==> config.mk <==
export PLATFORM = sky130hd
export DESIGN_NAME = ip_wr_fifo_drain
export DESIGN_NICKNAME = d
export VERILOG_FILES = /design/src/rtl/ip_wr_drain_pkg.sv /design/src/rtl/ip_wr_cmd_queue.sv /design/src/rtl/ip_wr_fifo_drain.sv
export SDC_FILE = /design/constraint.sdc
export NUM_CORES = 1
export LEC_CHECK = 0
export ABC_AREA = 1
export BUFFER_PORTS_ARGS = -buffer_cell sky130_fd_sc_hd__buf_2
export CORE_ASPECT_RATIO = 1.2
export CORE_MARGIN = 2
export CORE_UTILIZATION = 38
export DETAILED_ROUTE_END_ITERATION = 8
export PLACE_DENSITY = 0.63
export SKIP_CTS_REPAIR_TIMING = 1
export SYNTH_ARGS = -nofsm -noshare
export SYNTH_HDL_FRONTEND = slang
export SYNTH_SLANG_ARGS = --single-unit
==> constraint.sdc <==
create_clock -name clock -period 7.6 [get_ports clock]
set_clock_uncertainty 0.2 [all_clocks]
set_input_delay 0.76 -clock clock [delete_from_list [all_inputs] [get_ports clock]]
set_output_delay 0.76 -clock clock [all_outputs]
set_load 0.005 [all_outputs]
==> src/rtl/ip_wr_drain_pkg.sv <==
`default_nettype none
// ------------------------------------------------------------------
// ip_wr_drain_pkg : shared state encoding and sizing helpers. Rev 1.0
// ------------------------------------------------------------------
package ip_wr_drain_pkg;

  typedef enum logic [1:0] {
    ST_IDLE = 2'd0,
    ST_LOAD = 2'd1,
    ST_XFER = 2'd2,
    ST_DONE = 2'd3
  } drain_state_t;

  localparam int BSZ_W  = 13;
  localparam int BEAT_W = 14;

  function automatic int calc_bpb(input int data_width);
    return data_width / 8;
  endfunction

  function automatic int calc_beat_shift(input int data_width);
    return $clog2(data_width / 8);
  endfunction

  function automatic int calc_cmd_w(input int mem_addr_width);
    return mem_addr_width + BSZ_W;
  endfunction

endpackage
`default_nettype wire

==> src/rtl/ip_wr_cmd_queue.sv <==
`default_nettype none
// ------------------------------------------------------------------
// ip_wr_cmd_queue : synchronous command FIFO with FWFT head. Rev 1.0
// ------------------------------------------------------------------
module ip_wr_cmd_queue
  import ip_wr_drain_pkg::*;
#(
  parameter int DEPTH = 4,
  parameter int WIDTH = calc_cmd_w(25)
) (
  input  logic             clock,
  input  logic             reset_n,
  input  logic             i_push,
  input  logic [WIDTH-1:0] i_wdata,
  input  logic             i_pop,
  output logic [WIDTH-1:0] o_rdata,
  output logic             o_full,
  output logic             o_empty
);

  localparam int PTR_W = $clog2(DEPTH);

  logic [WIDTH-1:0] r_mem [DEPTH];
  logic [PTR_W:0]   r_wr_ptr;
  logic [PTR_W:0]   r_rd_ptr;
  logic             w_full;
  logic             w_empty;
  logic             w_do_push;
  logic             w_do_pop;

  // Extra pointer MSB distinguishes full from empty when the indices match.
  assign w_empty   = (r_wr_ptr == r_rd_ptr);
  assign w_full    = (r_wr_ptr[PTR_W] != r_rd_ptr[PTR_W]) &&
                     (r_wr_ptr[PTR_W-1:0] == r_rd_ptr[PTR_W-1:0]);
  assign w_do_pop  = i_pop & ~w_empty;
  assign w_do_push = i_push & (~w_full | w_do_pop);

  always_ff @(posedge clock or negedge reset_n) begin
    if (!reset_n) begin
      r_wr_ptr <= '0;
      r_rd_ptr <= '0;
    end else begin
      if (w_do_push) r_wr_ptr <= r_wr_ptr + 1'b1;
      if (w_do_pop)  r_rd_ptr <= r_rd_ptr + 1'b1;
    end
  end

  always_ff @(posedge clock) begin
    if (w_do_push) r_mem[r_wr_ptr[PTR_W-1:0]] <= i_wdata;
  end

  assign o_rdata = r_mem[r_rd_ptr[PTR_W-1:0]];
  assign o_full  = w_full;
  assign o_empty = w_empty;

endmodule
`default_nettype wire

==> src/rtl/ip_wr_fifo_drain.sv <==
`default_nettype none
// ------------------------------------------------------------------
// ip_wr_fifo_drain : drains write-data FIFO beats per queued command. Rev 1.0
// ------------------------------------------------------------------
module ip_wr_fifo_drain
  import ip_wr_drain_pkg::*;
#(
  parameter int DATA_WIDTH     = 64,
  parameter int MEM_ADDR_WIDTH = 25,
  parameter int CMD_DEPTH      = 4
) (
  input  logic                      clock,
  input  logic                      reset_n,
  input  logic                      write_req,
  input  logic [MEM_ADDR_WIDTH-1:0] write_addr_mem,
  input  logic [12:0]               write_byte_sz,
  input  logic                      fifo_empty,
  input  logic [DATA_WIDTH-1:0]     fifo_rdata,
  output logic                      fifo_pop,
  output logic                      mem_valid,
  input  logic                      mem_ready,
  output logic [MEM_ADDR_WIDTH-1:0] mem_addr,
  output logic [DATA_WIDTH-1:0]     mem_wdata,
  output logic                      xfer_done,
  output logic                      busy,
  output logic                      cmd_overflow,
  input  logic                      err_clr
);

  localparam int BPB        = calc_bpb(DATA_WIDTH);
  localparam int BEAT_SHIFT = calc_beat_shift(DATA_WIDTH);
  localparam int CMD_W      = calc_cmd_w(MEM_ADDR_WIDTH);

  if ((DATA_WIDTH < 8) || (DATA_WIDTH > 1024) ||
      ((DATA_WIDTH & (DATA_WIDTH - 1)) != 0)) begin : g_bad_data_width
    $error("ip_wr_fifo_drain: DATA_WIDTH must be a power of 2 in 8..1024");
  end
  if ((CMD_DEPTH < 2) || ((CMD_DEPTH & (CMD_DEPTH - 1)) != 0)) begin : g_bad_cmd_depth
    $error("ip_wr_fifo_drain: CMD_DEPTH must be a power of 2, at least 2");
  end

  drain_state_t              r_state;
  logic [MEM_ADDR_WIDTH-1:0] r_addr;
  logic [BEAT_W-1:0]         r_beat_cnt;
  logic                      r_xfer_done;
  logic                      r_cmd_overflow;

  logic [CMD_W-1:0]          w_cmd_in;
  logic [CMD_W-1:0]          w_cmd_head;
  logic [MEM_ADDR_WIDTH-1:0] w_head_addr;
  logic [BSZ_W-1:0]          w_head_bsz;
  logic [BEAT_W-1:0]         w_beats;
  logic                      w_q_full;
  logic                      w_q_empty;
  logic                      w_q_pop;
  logic                      w_overflow;
  logic                      w_mem_valid;
  logic                      w_accept;

  assign w_cmd_in = {write_addr_mem, write_byte_sz};

  ip_wr_cmd_queue #(
    .DEPTH (CMD_DEPTH),
    .WIDTH (CMD_W)
  ) u_cmd_queue (
    .clock   (clock),
    .reset_n (reset_n),
    .i_push  (write_req),
    .i_wdata (w_cmd_in),
    .i_pop   (w_q_pop),
    .o_rdata (w_cmd_head),
    .o_full  (w_q_full),
    .o_empty (w_q_empty)
  );

  assign w_head_addr = w_cmd_head[CMD_W-1:BSZ_W];
  assign w_head_bsz  = w_cmd_head[BSZ_W-1:0];

  // Round-up division by bytes-per-beat; 14 bits keeps the carry of the add.
  assign w_beats = ({1'b0, w_head_bsz} + BEAT_W'(BPB - 1)) >> BEAT_SHIFT;

  assign w_q_pop     = (r_state == ST_LOAD);
  assign w_overflow  = write_req & w_q_full & ~w_q_pop;
  assign w_mem_valid = (r_state == ST_XFER) & ~fifo_empty;
  assign w_accept    = w_mem_valid & mem_ready;

  always_ff @(posedge clock or negedge reset_n) begin
    if (!reset_n) begin
      r_state     <= ST_IDLE;
      r_addr      <= '0;
      r_beat_cnt  <= '0;
      r_xfer_done <= 1'b0;
    end else begin
      r_xfer_done <= 1'b0;
      case (r_state)
        ST_IDLE: begin
          if (!w_q_empty) r_state <= ST_LOAD;
        end
        ST_LOAD: begin
          r_addr     <= w_head_addr;
          r_beat_cnt <= w_beats;
          if (w_beats == '0) begin
            r_state     <= ST_DONE;
            r_xfer_done <= 1'b1;
          end else begin
            r_state <= ST_XFER;
          end
        end
        ST_XFER: begin
          if (w_accept) begin
            r_addr     <= r_addr + 1'b1;
            r_beat_cnt <= r_beat_cnt - 1'b1;
            if (r_beat_cnt == BEAT_W'(1)) begin
              r_state     <= ST_DONE;
              r_xfer_done <= 1'b1;
            end
          end
        end
        ST_DONE: begin
          r_state <= ST_IDLE;
        end
        default: begin
          r_state <= ST_IDLE;
        end
      endcase
    end
  end

  // A dropped command outranks a simultaneous clear.
  always_ff @(posedge clock or negedge reset_n) begin
    if (!reset_n) begin
      r_cmd_overflow <= 1'b0;
    end else if (w_overflow) begin
      r_cmd_overflow <= 1'b1;
    end else if (err_clr) begin
      r_cmd_overflow <= 1'b0;
    end
  end

  assign fifo_pop     = w_accept;
  assign mem_valid    = w_mem_valid;
  assign mem_addr     = r_addr;
  assign mem_wdata    = fifo_rdata;
  assign xfer_done    = r_xfer_done;
  assign busy         = (r_state != ST_IDLE) | ~w_q_empty;
  assign cmd_overflow = r_cmd_overflow;

endmodule
`default_nettype wire

==> flow_summary.json, run 1 <==
{
  "clockRootBuffer": "clkbuf_16",
  "core_um2": 24800,
  "whs_ns": 0.178,
  "netlist_area_um2": 9560,
  "end_kind": "flip-flop",
  "timing.final.max_slew_violations": 0,
  "yosys.area.top_type_share": 0.477,
  "crit_fanout": 58,
  "via_per_inst": 5.07,
  "initial_core_util": 0.386,
  "ir_drop_mv": 0.197,
  "grt_max_degree": 78,
  "syn_inst": 938,
  "p_leak_nw": 4.11,
  "num_rows": 63,
  "gp_congestion": 0.820,
  "antenna_left": 0,
  "tightest_slew_ns": 0.987,
  "synth_seq_area_share": 0.606,
  "synth_fp_nets": 1057,
  "grt.total_usage": 0.176,
  "grt_antenna_before_repair": 1,
  "maxCapViolations": 0,
  "drive_above_1_share": 0.150,
  "synth.area.top_cells": "edfxtp_1 48%, dfrtp_1 13%, nand2_1 8.0%",
  "port-buffer-count": 73,
  "synth-simple-area-share": 0.166,
  "vias": 6477,
  "cts-buffers-inserted": 20,
  "dieWidth_um": 149,
  "cts.clk_slew.worst_paths_ns": 0.07,
  "status": "finished, final reports clean",
  "fin_crit_sh": 0.602,
  "grt_overflow": 0,
  "critical_path_class": "flip-flop to flip-flop",
  "layout.nets": 1056,
  "syn_to_final_growth_pct": 8.70,
  "synth_top_family_by_area": "simple AND/OR/NAND/NOR gates",
  "hold_viol_final": 0,
  "pin_count": 202,
  "die-area_um2": 26500,
  "postSynth.asyncResetShare": 0.244,
  "clock_path_buffers": 3,
  "yosysMostFrequentCell": "nand2_1",
  "fp.dieH_um": 178,
  "synth_ff_type": "edfxtp_1",
  "yosysUniqueCellTypes": 39,
  "p_per_area_nw_per_um2": 425,
  "grt_pass1_vias": 6249,
  "insertion_delay_ns": 0.49,
  "synth_xor_area_frac": 0.0183,
  "yosysTopAreaCell": "edfxtp_1",
  "synth-compound-area-share": 0.0981,
  "avgSynthCellArea_um2": 10.2,
  "setup_viol": 0,
  "synth_edf_count": 152,
  "min_period_ns": 4.57,
  "ctsHtreeMaxLevel": 1,
  "hold_path.class": "input pin to asynchronous set/reset pin",
  "fillerInstances": 2426,
  "cts_tree": "done",
  "wl_per_cell_um": 18.4,
  "synth_mux_area_frac": 0,
  "synth_adder_area_share": 0.0144,
  "wl_um": 23500,
  "cts.sinks": 201,
  "required_ns": 7.78,
  "fin_tns_setup_ns": 0,
  "place_area_um2": 9720,
  "synth-seq-cells": 201,
  "slew_headroom": 0.340,
  "drc": 0,
  "dp_hpwl_um": 14800,
  "final_cell_area_um2": 10400,
  "rsz0062_at_grt": "false",
  "drt_iter0_drc": 415,
  "critPathLaunchType": "flip-flop",
  "fmax_mhz": 219,
  "synth_warnings": 0,
  "firstDrtPassIters": 5,
  "grt_first_pass_wirelength_um": 35700,
  "ys_top_cells_by_count": "203 x nand2_1, 152 x edfxtp_1, 91 x nor2_1",
  "cp.arrival_ns": 4.75
}
## cells in the final DEF, fill, tap and decap left out, types with 2 or more instances in the layout
cell,n
clkinvlp_4,2
nand2_2,8
nor2_2,4
buf_2,73
xor2_1,16
o22ai_1,14
ha_1,10
xnor2_1,4
nor3_1,6
inv_1,55
clkbuf_16,21
nand3_2,2
inv_2,2
o21ai_0,56
a221o_1,10
or2_2,2
clkinv_2,5
a22oi_1,2
a21oi_1,57
o211ai_1,7
nand2_1,202
nor2_4,6
clkinv_1,3
bufinv_16,2
o221ai_1,2
dfrtp_1,48
buf_4,8
a31oi_1,14
nor2_1,87
nand4_1,4
diode_2,2
edfxtp_1,152
nand3_1,55
inv_6,2
## final timing paths
path / startpoint / to / slack, ns / depth (start not counted)
max: r_state[0] / r_beat_cnt[13] / 3.03 / 12
min: reset_n / cmd_overflow / 0.18 / 2
max reg2reg: r_state[0] / r_beat_cnt[13] / 3.03 / 12
min reg2reg: r_beat_cnt[1] / r_beat_cnt[1] / 0.30 / 2
max in group asynchronous: reset_n / u_cmd_queue.r_rd_ptr[0] / 6.51 / 2
min in group clock: err_clr / cmd_overflow / 0.25 / 2
## critical path, stage by stage, from the launching register on
cell,delay [ns]
dfrtp_1,0.41
inv_1,0.09
ha_2,0.16
buf_4,0.43
inv_2,0.42
nor2_1,0.23
nand2_1,0.10
nand2_2,0.73
clkinv_1,0.75
nor3_1,0.53
nand3_1,0.15
o21ai_0,0.17
a21oi_1,0.06
## per-stage QoR
step,power [W],utilization,setup WS (ns),cells
after floorplan,0.00298,-,4.04,938
after global placement,0.00341,0.393,3.12,1240
after detailed placement,0.00345,0.393,3.04,1240
after CTS,0.00446,0.420,3.04,1276
after global routing,0.00475,0.420,2.53,1277
final,0.00442,0.420,3.03,1278
## sequential cells by signal, summed over array words and instances (netlist names)
register / cells
r_state: 2
u_cmd_queue.r_rd_ptr: 3
mem_addr: 25
cmd_overflow: 1
u_cmd_queue.r_mem: 152
u_cmd_queue.r_wr_ptr: 3
r_beat_cnt: 14
xfer_done: 1
## report_power, final
group          total [W]  leakage (nW)  internal (W)  switching, W
clock           0.000995         0.327      0.000584      0.000411
combinational    0.00174          1.81      0.000547       0.00119
sequential       0.00169          1.97       0.00151      0.000178
## layout make-up
class | count | area, um^2 | area share
flip-flops and latches | 201 | 5790 | 0.557
well taps | 325 | 407 | 0.0391
clock inverters | 13 | 125 | 0.0120
repair buffers | 81 | 425 | 0.0409
inverters | 59 | 226 | 0.0218
diodes | 2 | 5.00 | 0.000482
clock buffers | 23 | 543 | 0.0522
multi-input cells | 574 | 2870 | 0.276
## routing by layer
layer  part of all wire  routed length (um)  global-route usage  vias up
met5                  0                   0                   0        -
met4              0.065                1520               0.114        0
met3              0.061                1430              0.0334      113
met2               0.49               11600               0.300      177
met1               0.38                8990               0.202     3034
li1                   -                   -                   -     3153
## cells by family (layout without fill, tap and decap cells)
| logic type | Yosys count | count (layout) |
|---|---|---|
| adder cells (fa/ha/maj) | 11 | 11 |
| XOR/XNOR | 20 | 20 |
| buffers and inverters | 163 | 176 |
| flip-flops | 201 | 201 |
| AO/OA/AOI/OAI | 164 | 164 |
| other | 0 | 2 |
| AND/OR/NAND/NOR | 379 | 379 |
(Power assumes the default switching activity.)
==> run 2: changes to the inputs <==
- PLACE_DENSITY: 0.63 -> 0.65
- clock period: 7.6 -> 4 ns (I/O delays scaled with it)
==> run 2 against run 1 <==
- the run now ends with negative hold slack left
- non-clock buffer count grew 47
- sequential power grew 88%
- cell count grew 3.7%
- first-iteration DRC count grew 39%
- core utilization grew 1.8 points
- worst hold slack lost 0.19 ns
- via count grew 3.6%
- routed wire length grew 1.7%
- highest routed layer unchanged
- clock power grew 89%
- critical endpoint is now r_state[0]
- largest power group unchanged
==> flow_summary.json, run 2 (synthesis results as in run 1) <==
{
  "fin_tns_setup_ns": 0,
  "hp-start": "write_req",
  "syn_to_final_growth_pct": 13.3,
  "tightest_slew_ns": 0.806,
  "grt_pass1_vias": 6437,
  "rr_worst_depth": 14,
  "crit_fanout": 40,
  "required_ns": 4.24,
  "path_buf_inv": 2,
  "power_w": 0.00845,
  "highest_layer": "met4",
  "met1_length_um": 9360,
  "port-buffer-count": 73,
  "cts_tree": "done",
  "fin_crit_sh": 0.697,
  "cp.arrival_ns": 3.03,
  "r2r-end": "r_state[0]",
  "via_per_inst": 5.06,
  "multi_input_area_um2": 2870,
  "largest_reg_flops": 152,
  "drt_iter0_drc": 577,
  "setup_viol": 0,
  "crit_cells": 14,
  "die-area_um2": 26500,
  "antenna_left": 0,
  "core_um2": 24800,
  "hold_path.class": "input pin to flip-flop",
  "rsz0062_at_grt": "false",
  "maxCapViolations": 0,
  "slew_headroom": 0.463,
  "slowest_delay_ns": 0.55,
  "cts.clk_slew.worst_paths_ns": 0.06,
  "drive_above_1_share": 0.147,
  "cts.sinks": 201,
  "initial_core_util": 0.386,
  "wl_met3_um": 1630,
  "rr_startpoint": "u_cmd_queue.r_rd_ptr[1]",
  "wl_per_cell_um": 18.0,
  "insertedDiodeCount": 0,
  "regArea_um2": 5790,
  "whs_ns": -0.00748,
  "gp_congestion": 0.842,
  "finalNonFillerCells": 1325,
  "clockRootBuffer": "clkbuf_16",
  "dieWidth_um": 149,
  "hold_viol_final": 1,
  "p_per_area_nw_per_um2": 780,
  "wl_um": 23900,
  "violations": "negative hold slack",
  "fmax_mhz": 358,
  "grt_antenna_before_repair": 0,
  "layout.nets": 1104,
  "vias": 6711,
  "fp.dieH_um": 178,
  "path_cells": "buf_4 -> inv_2 -> nand3_1 -> nand2_1 -> nand2_2 -> nor2_4 -> nand2_1 -> nand2_1 -> nand3_1 -> nor2_1 -> nand2_1 -> nand2_1 -> nand2_1 -> nand2_1",
  "r2r_setup_slack_ns": 1.21,
  "cp_top_family": "simple AND/OR/NAND/NOR gates",
  "crit_end": "r_state[0]",
  "end_kind": "flip-flop",
  "critical_path_class": "flip-flop to flip-flop",
  "final_cell_mix": "202 x nand2_1, 152 x edfxtp_1, 87 x nor2_1, 73 x buf_2, 57 x a21oi_1",
  "critPathSlowestCell": "inv_2",
  "grt_first_pass_wirelength_um": 35900,
  "dp_hpwl_um": 16200,
  "grt_max_degree": 58,
  "timing.final.max_slew_violations": 0,
  "cts-buffers-inserted": 21,
  "grt_overflow": 0,
  "ctsHtreeMaxLevel": 1,
  "dp_cells": 1247,
  "drc": 0,
  "p_leak_nw": 4.31,
  "pin_count": 202,
  "insertion_delay_ns": 0.50,
  "min_period_ns": 2.79,
  "wl_met2_um": 11500,
  "critPathLaunchType": "flip-flop",
  "layout_commonest_cell": "nand2_1",
  "firstDrtPassIters": 5,
  "status": "finished, violations left",
  "ir_drop_mv": 0.346,
  "num_rows": 63,
  "grt.total_usage": 0.178,
  "clock_path_buffers": 3,
  "fillerInstances": 2323,
  "cp-startpoint": "u_cmd_queue.r_rd_ptr[1]",
  "cp_common_cell": "nand2_1"
}
==> run 2: changes by cell type in the layout (fill, tap and decap cells not counted), sizes merged <==
| cell | delta |
|---|---|
| buf | +7 |
| clkinvlp | -1 |
| dlygate4sd3 | +40 |
| clkinv | +1 |
| clkbuf | +2 |
| diode | -2 |
==> run 2: how the worst min path moves through the flow <==
stage | to | cells after the start | slack [ns]
global route | cmd_overflow | 3 | 0.01
global placement | r_beat_cnt[1] | 2 | 0.27
CTS | mem_addr[17] | 1 | -0.19
detailed placement | r_beat_cnt[1] | 2 | 0.28
floorplan | cmd_overflow | 0 | -0.1
finish | cmd_overflow | 3 | -0.007
==> run 2: layout make-up <==
| type | count | share of cell area |
|---|---|---|
| clock inverters | 13 | 0.0111 |
| inverters | 59 | 0.0209 |
| flip-flops and latches | 201 | 0.535 |
| multi-input cells | 574 | 0.265 |
| well taps | 325 | 0.0375 |
| repair buffers | 128 | 0.0811 |
| clock buffers | 25 | 0.0499 |
==> run 2: routing by layer <==
metal,up-vias,global-route usage
met3,108,0.0362
met4,0,0.111
met1,3153,0.210
met2,216,0.297
met5,-,0
li1,3234,-
==> run 2: stage by stage <==
stage	setup slack, ns	utilization	cell area [um^2]	hold WS [ns]
floorplan	0.438	-	9560	-0.0956
global placement	1.31	0.395	9770	0.272
detailed placement	1.20	0.395	9770	0.277
CTS	1.18	0.422	10400	-0.192
global route	0.902	0.438	10800	0.00984
finish	1.21	0.438	10800	-0.00748
==> run 2: worst min-delay path: stages <==
cell and delay, ns:
buf_2 0.10, nand3_1 0.08, o21ai_0 0.07
==> run 2: power by group <==
group / total [W] / internal (W) / switching, W
sequential: 0.00318 / 0.00287 / 0.000318
clock: 0.00188 / 0.00110 / 0.000781
combinational: 0.00338 / 0.00111 / 0.00227
